**config.mk**
```make
export PLATFORM = sky130hd
export DESIGN_NAME = boot_loader_flat
export DESIGN_NICKNAME = d
export VERILOG_FILES = /design/src/rtl/boot_loader_if.sv /design/src/rtl/boot_loader.sv /design/src/flat_wrapper.sv
export SDC_FILE = /design/constraint.sdc
export NUM_CORES = 1
export LEC_CHECK = 0
export ABC_AREA = 1
export BUFFER_PORTS_ARGS = -buffer_cell sky130_fd_sc_hd__buf_4
export CAP_MARGIN = 10
export CORE_MARGIN = 3
export CORE_UTILIZATION = 45
export CTS_CLUSTER_SIZE = 30
export DETAILED_ROUTE_END_ITERATION = 10
export HOLD_SLACK_MARGIN = 0.06
export PLACE_DENSITY_LB_ADDON = 0.15
export SYNTH_ARGS = -nofsm -noshare
export SYNTH_HDL_FRONTEND = slang
export SYNTH_SLANG_ARGS = --single-unit
```
**constraint.sdc**
```tcl
create_clock -name clk -period 1.6 [get_ports clk]
set_input_delay 0.08 -clock clk [delete_from_list [all_inputs] [get_ports clk]]
set_output_delay 0.08 -clock clk [all_outputs]
set_load 0.05 [all_outputs]
```
**src/rtl/boot_loader_if.sv**
```systemverilog
// Byte-stream and RAM port A signals of the j1 boot loader.
// The slave modport is the loader's view; the master modport is the UART/RAM side.
interface boot_loader_if #(
    parameter int LOG2ABITS = 13,
    parameter int DWIDTH    = 16
);
    logic                 rx_valid;
    logic [7:0]           rx_data;
    logic                 rx_ready;
    logic                 mem_we;
    logic [LOG2ABITS-1:0] mem_addr;
    logic [DWIDTH-1:0]    mem_wdata;

    modport master (
        output rx_valid, rx_data,
        input  rx_ready, mem_we, mem_addr, mem_wdata
    );

    modport slave (
        input  rx_valid, rx_data,
        output rx_ready, mem_we, mem_addr, mem_wdata
    );
endinterface

```
**src/rtl/boot_loader.sv**
```systemverilog
// Decodes a framed program image from the UART into the j1 code/data RAM and
// holds the CPU in reset until a frame with a good checksum has been written.
module boot_loader #(
    parameter int LOG2ABITS      = 13,
    parameter int DWIDTH         = 16,
    parameter int TIMEOUT_CYCLES = 1000000
) (
    input  logic          clk,
    input  logic          resetq,
    boot_loader_if.slave  bus,
    output logic          cpu_reset,
    output logic          done,
    output logic          error
);
    localparam int TW = $clog2(TIMEOUT_CYCLES);
    localparam logic [TW-1:0] TO_LAST = TW'(TIMEOUT_CYCLES - 1);
    localparam logic [16:0] MAX_WORDS = 17'(1) << LOG2ABITS;

    typedef enum logic [2:0] {
        IDLE, LEN_LO, LEN_HI, DATA_LO, DATA_HI, CSUM, RUN
    } state_t;

    state_t               state_q, state_d;
    logic [15:0]          count_q, count_d;
    logic [7:0]           low_q, low_d;
    logic [7:0]           csum_q, csum_d;
    logic [TW-1:0]        timeout_q, timeout_d;
    logic                 mem_we_q, mem_we_d;
    logic [LOG2ABITS-1:0] mem_addr_q, mem_addr_d;
    logic [DWIDTH-1:0]    mem_wdata_q, mem_wdata_d;
    logic                 cpu_reset_q, cpu_reset_d;
    logic                 done_q, done_d;
    logic                 error_q, error_d;
    logic                 rx_ready_q, rx_ready_d;

    logic                 accept;
    logic [15:0]          len_word;
    logic                 last_word;
    logic                 in_frame;

    assign accept    = bus.rx_valid && rx_ready_q;
    assign len_word  = {bus.rx_data, count_q[7:0]};
    assign last_word = (16'(mem_addr_q) == (count_q - 16'd1));
    assign in_frame  = (state_q == LEN_LO) || (state_q == LEN_HI) ||
                       (state_q == DATA_LO) || (state_q == DATA_HI) ||
                       (state_q == CSUM);

    always_comb begin
        state_d     = state_q;
        count_d     = count_q;
        low_d       = low_q;
        csum_d      = csum_q;
        timeout_d   = '0;
        mem_we_d    = 1'b0;
        mem_addr_d  = mem_addr_q;
        mem_wdata_d = mem_wdata_q;
        error_d     = error_q;

        // The word index advances once the strobe for the current word has been issued.
        if (mem_we_q) begin
            mem_addr_d = mem_addr_q + LOG2ABITS'(1);
        end

        unique case (state_q)
            IDLE: begin
                if (accept && bus.rx_data == 8'hA5) begin
                    state_d = LEN_LO;
                end
            end
            LEN_LO: begin
                if (accept) begin
                    count_d[7:0] = bus.rx_data;
                    state_d      = LEN_HI;
                end
            end
            LEN_HI: begin
                if (accept) begin
                    count_d[15:8] = bus.rx_data;
                    csum_d        = '0;
                    mem_addr_d    = '0;
                    error_d       = 1'b0;
                    if (len_word == 16'd0) begin
                        state_d = CSUM;
                    end else if ({1'b0, len_word} > MAX_WORDS) begin
                        state_d = IDLE;
                        error_d = 1'b1;
                    end else begin
                        state_d = DATA_LO;
                    end
                end
            end
            DATA_LO: begin
                if (accept) begin
                    low_d   = bus.rx_data;
                    csum_d  = csum_q + bus.rx_data;
                    state_d = DATA_HI;
                end
            end
            DATA_HI: begin
                if (accept) begin
                    csum_d      = csum_q + bus.rx_data;
                    mem_wdata_d = DWIDTH'({bus.rx_data, low_q});
                    mem_we_d    = 1'b1;
                    state_d     = last_word ? CSUM : DATA_LO;
                end
            end
            CSUM: begin
                if (accept) begin
                    if (bus.rx_data == csum_q) begin
                        state_d = RUN;
                    end else begin
                        state_d = IDLE;
                        error_d = 1'b1;
                    end
                end
            end
            RUN: begin
                state_d = RUN;
            end
            default: begin
                state_d = IDLE;
            end
        endcase

        // An accepted byte always wins over an expiring inter-byte timer.
        if (in_frame && !accept) begin
            if (timeout_q == TO_LAST) begin
                state_d = IDLE;
                error_d = 1'b1;
            end else begin
                timeout_d = timeout_q + TW'(1);
            end
        end

        cpu_reset_d = (state_d != RUN);
        done_d      = (state_d == RUN);
        rx_ready_d  = (state_d != RUN);
    end

    always_ff @(posedge clk or negedge resetq) begin
        if (!resetq) begin
            state_q     <= IDLE;
            count_q     <= '0;
            low_q       <= '0;
            csum_q      <= '0;
            timeout_q   <= '0;
            mem_we_q    <= 1'b0;
            mem_addr_q  <= '0;
            mem_wdata_q <= '0;
            cpu_reset_q <= 1'b1;
            done_q      <= 1'b0;
            error_q     <= 1'b0;
            rx_ready_q  <= 1'b1;
        end else begin
            state_q     <= state_d;
            count_q     <= count_d;
            low_q       <= low_d;
            csum_q      <= csum_d;
            timeout_q   <= timeout_d;
            mem_we_q    <= mem_we_d;
            mem_addr_q  <= mem_addr_d;
            mem_wdata_q <= mem_wdata_d;
            cpu_reset_q <= cpu_reset_d;
            done_q      <= done_d;
            error_q     <= error_d;
            rx_ready_q  <= rx_ready_d;
        end
    end

    assign bus.rx_ready  = rx_ready_q;
    assign bus.mem_we    = mem_we_q;
    assign bus.mem_addr  = mem_addr_q;
    assign bus.mem_wdata = mem_wdata_q;
    assign cpu_reset     = cpu_reset_q;
    assign done          = done_q;
    assign error         = error_q;
endmodule

```
**src/flat_wrapper.sv**
```systemverilog
// flat-port wrapper written by rule: the top's interface ports become plain ports
module boot_loader_flat 
#(
    parameter int LOG2ABITS      = 13,
    parameter int DWIDTH         = 16,
    parameter int TIMEOUT_CYCLES = 1000000
)
  (clk, resetq, cpu_reset, done, error, bus_rx_valid, bus_rx_data, bus_rx_ready, bus_mem_we, bus_mem_addr, bus_mem_wdata);
  boot_loader_if #(.LOG2ABITS(LOG2ABITS), .DWIDTH(DWIDTH)) bus_i ();
  input  logic clk;
  input  logic resetq;
  output logic cpu_reset;
  output logic done;
  output logic error;
  input wire logic [$bits(bus_i.rx_valid)-1:0] bus_rx_valid;
  input wire logic [$bits(bus_i.rx_data)-1:0] bus_rx_data;
  output wire logic [$bits(bus_i.rx_ready)-1:0] bus_rx_ready;
  output wire logic [$bits(bus_i.mem_we)-1:0] bus_mem_we;
  output wire logic [$bits(bus_i.mem_addr)-1:0] bus_mem_addr;
  output wire logic [$bits(bus_i.mem_wdata)-1:0] bus_mem_wdata;
  assign bus_i.rx_valid = bus_rx_valid;
  assign bus_i.rx_data = bus_rx_data;
  assign bus_rx_ready = bus_i.rx_ready;
  assign bus_mem_we = bus_i.mem_we;
  assign bus_mem_addr = bus_i.mem_addr;
  assign bus_mem_wdata = bus_i.mem_wdata;
  boot_loader #(.LOG2ABITS(LOG2ABITS), .DWIDTH(DWIDTH), .TIMEOUT_CYCLES(TIMEOUT_CYCLES)) u_core (.clk(clk), .resetq(resetq), .bus(bus_i), .cpu_reset(cpu_reset), .done(done), .error(error));
endmodule
```
==> metrics.md <==
| Metric | Value |
|---|---|
| Wirelength, routed | `12.5 mm` |
| Maximum vdd drop | `a little under 0.5 mV` |
| Gr usage total | `0.212` |
| CTS Buffer Depth | `2` |
| Top-area cell type share of the netlist area | `0.446` |
| Row count | `37` |
| Hold-critical path depth | `4` |
| Vias in the first global route | `4412` |
| Highest metal used | `met4` |
| Reg2reg start | `u_core.timeout_q[0]` |
| Fin Hold WS | `between 100 and 150 ps` |
| Die Ht | `roughly 110 um` |
| Die area | `0.0121 sq mm` |
| Placer Congestion | `0.904` |
| Port-buffer cells | `44` |
| Syn_nets | `approximately 660` |
| RR Endpoint | `u_core.timeout_q[16]` |
| Clock root cell | `clkbuf_8` |
| CORE AREA | `0.0104 sq mm` |
| Worst-margin pin slew | `463 ps` |
| Minimum clock period | `1800 ps` |
| Post-DP HPWL | `~8.7 mm` |
| Number of DRC markers in iteration 0 | `roughly 220` |
| Endpoints failing setup | `13` |
| DRT antenna net count | `0` |
| R2R Setup Slk | `-200 ps` |
| Cell taking the most area after synthesis | `dfrtp_1` |
| Max-slew headroom | `0.691` |
| M1 wire length | `between 5 and 6 mm` |
| Crit. End Element | `register` |
| Hold crit path type | `primary input to register` |
| Critical-path cell list | `ha_2 > nand3_2 > nor2_2 > nand2_2 > nor3_4 > nand4_4 > buf_4 > nor4_1 > nor3_1` |
| Crit path largest cell delay | `between 300 and 400 ps` |
| Async SR Flop Fraction | `1.00` |
| CTS tree | `done` |
| Top post-synthesis cells by area | `dfrtp_1 45%, nand2_1 12%, inv_1 6.5%, nor2_1 6.2%, o21ai_0 5.9%` |
| Routed wl met3 | `about 460 um` |
| Syn_area_per_cell | `between 7 and 8 sq um` |
| Final Hold Fails | `0` |
| Synth Instances | `638` |
| Library cells used by synthesis | `42` |
| Chip width | `110 um` |
| Sequential Area | `0.00222 sq mm` |
| Layout area overhead | `38.7%` |
| Via-to-Cell Ratio | `5.01` |
| Post-synth EDFFs | `0` |
| Vias | `4618` |
| Net count, final | `804` |
| H-tree levels | `3` |
| Crit path kind | `register to register` |
| Total CTS buffers | `9` |
| PwrDens | `around 740 mW/mm^2` |
| Average wire per standard cell | `about 14 um` |
| Leak pwr | `3.33 nW` |
| Post-Syn Area | `0.00488 sq mm` |
| Worst-path clk slew | `90 ps` |
| YS warnings | `0` |
| Register area share after synthesis | `0.452` |
| Hold_sp | `bus_rx_data[2]` |
| Slew Viols, Final | `0` |
| R2r worst-path depth | `9` |
| Skew final | `8.06 ps` |
| Area of the multi-input gates | `around 0.0027 sq mm` |
| Grt total ovfl | `0` |
| Clock Sinks | `between 80 and 90` |
| Pin count of the biggest net entering global routing | `89` |
| CP required | `between 1500 and 2000 ps` |
| Ports | `45` |
| Ys flop type | `dfrtp_1` |
| TNS Setup | `-993 ps` |
| Finished Cell Area | `0.00676 sq mm` |
| RSZ-0062 raised after global routing | `true` |
| Fillers | `about 900` |
| Status | `finished with violations` |
| DRC Markers | `0` |
| Global-route wire length before repair | `20.3 mm` |
| Min-Delay Endpoint | `u_core.low_q[2]` |
| Diode count | `0` |
| DRT Pass-1 Iters | `5` |
| Slowest CP cell | `dfrtp_1` |
| Final setup margin | `-195 ps` |
| Starting Density | `0.468` |
| Crit-path max FO | `3` |
| Number of max-cap violations | `0` |
| Initial antenna violation count | `0` |
| Post-DP Area | `0.00594 sq mm` |
| Clock Latency Late Sink | `360 ps` |
| Tcrit/Tclk final | `1.12` |
| #FFs+latches synth | `88` |
| Critical Path Source Type | `register` |
| Pre-CTS worst setup slack | `-158 ps` |
| Fraction of layout cells with a size suffix above 1 | `0.338` |
| Maximum clock frequency | `0.557 GHz` |
| Failing checks | `negative setup slack` |
| Met2 WL | `slightly above 6 mm` |
| Arr. time, crit path | `2030 ps` |
[per-stage QoR]
stage           util  power, W  instances
2_1_floorplan      -   0.00295        638
5_1_grt        0.649   0.00532        922
4_1_cts        0.618   0.00499        907
3_3_place_gp   0.571   0.00326        875
6_report       0.649   0.00501        922
3_5_place_dp   0.571   0.00327        875
[worst max path at each step]
stage | start | endpoint | slack, ps | depth (start not counted)
floorplan | u_core.bus.mem_addr[1] | u_core.bus.mem_addr[9] | -80 | 9
global placement | u_core.csum_q[1] | u_core.state_q[1] | -140 | 8
detailed placement | u_core.count_q[0] | u_core.state_q[2] | -160 | 14
CTS | u_core.count_q[0] | u_core.state_q[2] | -140 | 14
global route | u_core.count_q[0] | u_core.state_q[2] | -370 | 14
finish | u_core.timeout_q[0] | u_core.timeout_q[16] | -200 | 9
[critical path, delay by kind of cell (launching register included)]
family / cells / cell delay (ps)
flip-flops: 1 / 380
adder cells (fa/ha/maj): 1 / 210
buffers and inverters: 1 / 160
AND/OR/NAND/NOR: 7 / 930
[cell usage after synthesis, types with 2 or more instances]
master / number
a31oi_1: 2
and2_1: 2
ha_1: 11
nand2_1: 162
nand3_2: 3
nor2_1: 81
nand3_1: 25
nand2_2: 3
nor2_2: 9
inv_1: 85
xnor2_1: 10
a21oi_1: 19
or2_2: 2
nand3b_1: 2
xor2_1: 10
o21ai_0: 57
nor4_1: 3
o21ai_1: 2
buf_6: 2
clkbuf_1: 9
dfrtp_1: 87
nor3b_1: 3
nor3_1: 17
nand4_1: 10
nor2_4: 5
[report_power, final]
part | internal, W | leakage, nW | switching (W)
Combinational | 0.000440 | 2.10 | 0.000578
Clock | 0.000757 | 0.101 | 0.000890
Sequential | 0.00228 | 1.13 | 0.0000693
[layout make-up]
cell class                      instances  share of cell area
Timing Repair Buffer                  145               0.174
Inverter                               86              0.0477
Tap cell                              136              0.0252
Multi-Input combinational cell        451               0.394
Sequential cell                        88               0.328
Clock buffer                            9              0.0183
Clock inverter                          7              0.0129
[state kept, by name, summed over array words and instances (netlist names), 3 cells and up]
signal,count
u_core.bus.mem_addr,13
u_core.low_q,8
u_core.state_q,3
u_core.csum_q,8
u_core.count_q,16
u_core.timeout_q,20
u_core.bus.mem_wdata,16
[layer usage]
| layer | track usage | vias up |
|---|---|---|
| met4 | 0.0616 | 0 |
| met3 | 0.0384 | 14 |
| met1 | 0.289 | 2199 |
| met2 | 0.347 | 82 |
| li1 | - | 2323 |
| met5 | 0 | - |
[kinds of logic (layout without fill, tap and decap cells)]
logic type      after synthesis  count (layout)  synth area share
xor+xnor                     20              20            0.0359
compound gates               89              89            0.0988
flops                        88              88             0.452
buf+inv                      99             247            0.0803
fa+ha+maj                    12              12            0.0323
simple gates                330             330             0.301
[timing repair]
| item | CTS | global route |
|---|---|---|
| gates resized for setup | 32 | 57 |
| setup buffers | 8 | 17 |
| endpoints found under the setup margin | 18 | 37 |
| pin swaps | 18 | 29 |
| hold buffers | 8 | 0 |
| hold endpoints to repair | 102 | 0 |
[placed cells by master, fill, tap and decap left out, types with 12 or more instances in the layout]
master	netlist	layout
nand2_1	162	145
buf_4	1	128
inv_1	85	77
dfrtp_1	87	76
nor2_1	81	69
o21ai_0	57	49
nand2_2	3	18
nand3_1	25	18
nor2_2	9	14
a21oi_1	19	14
nor2_4	5	12
Note: power is estimated with default switching activity, not from simulation.
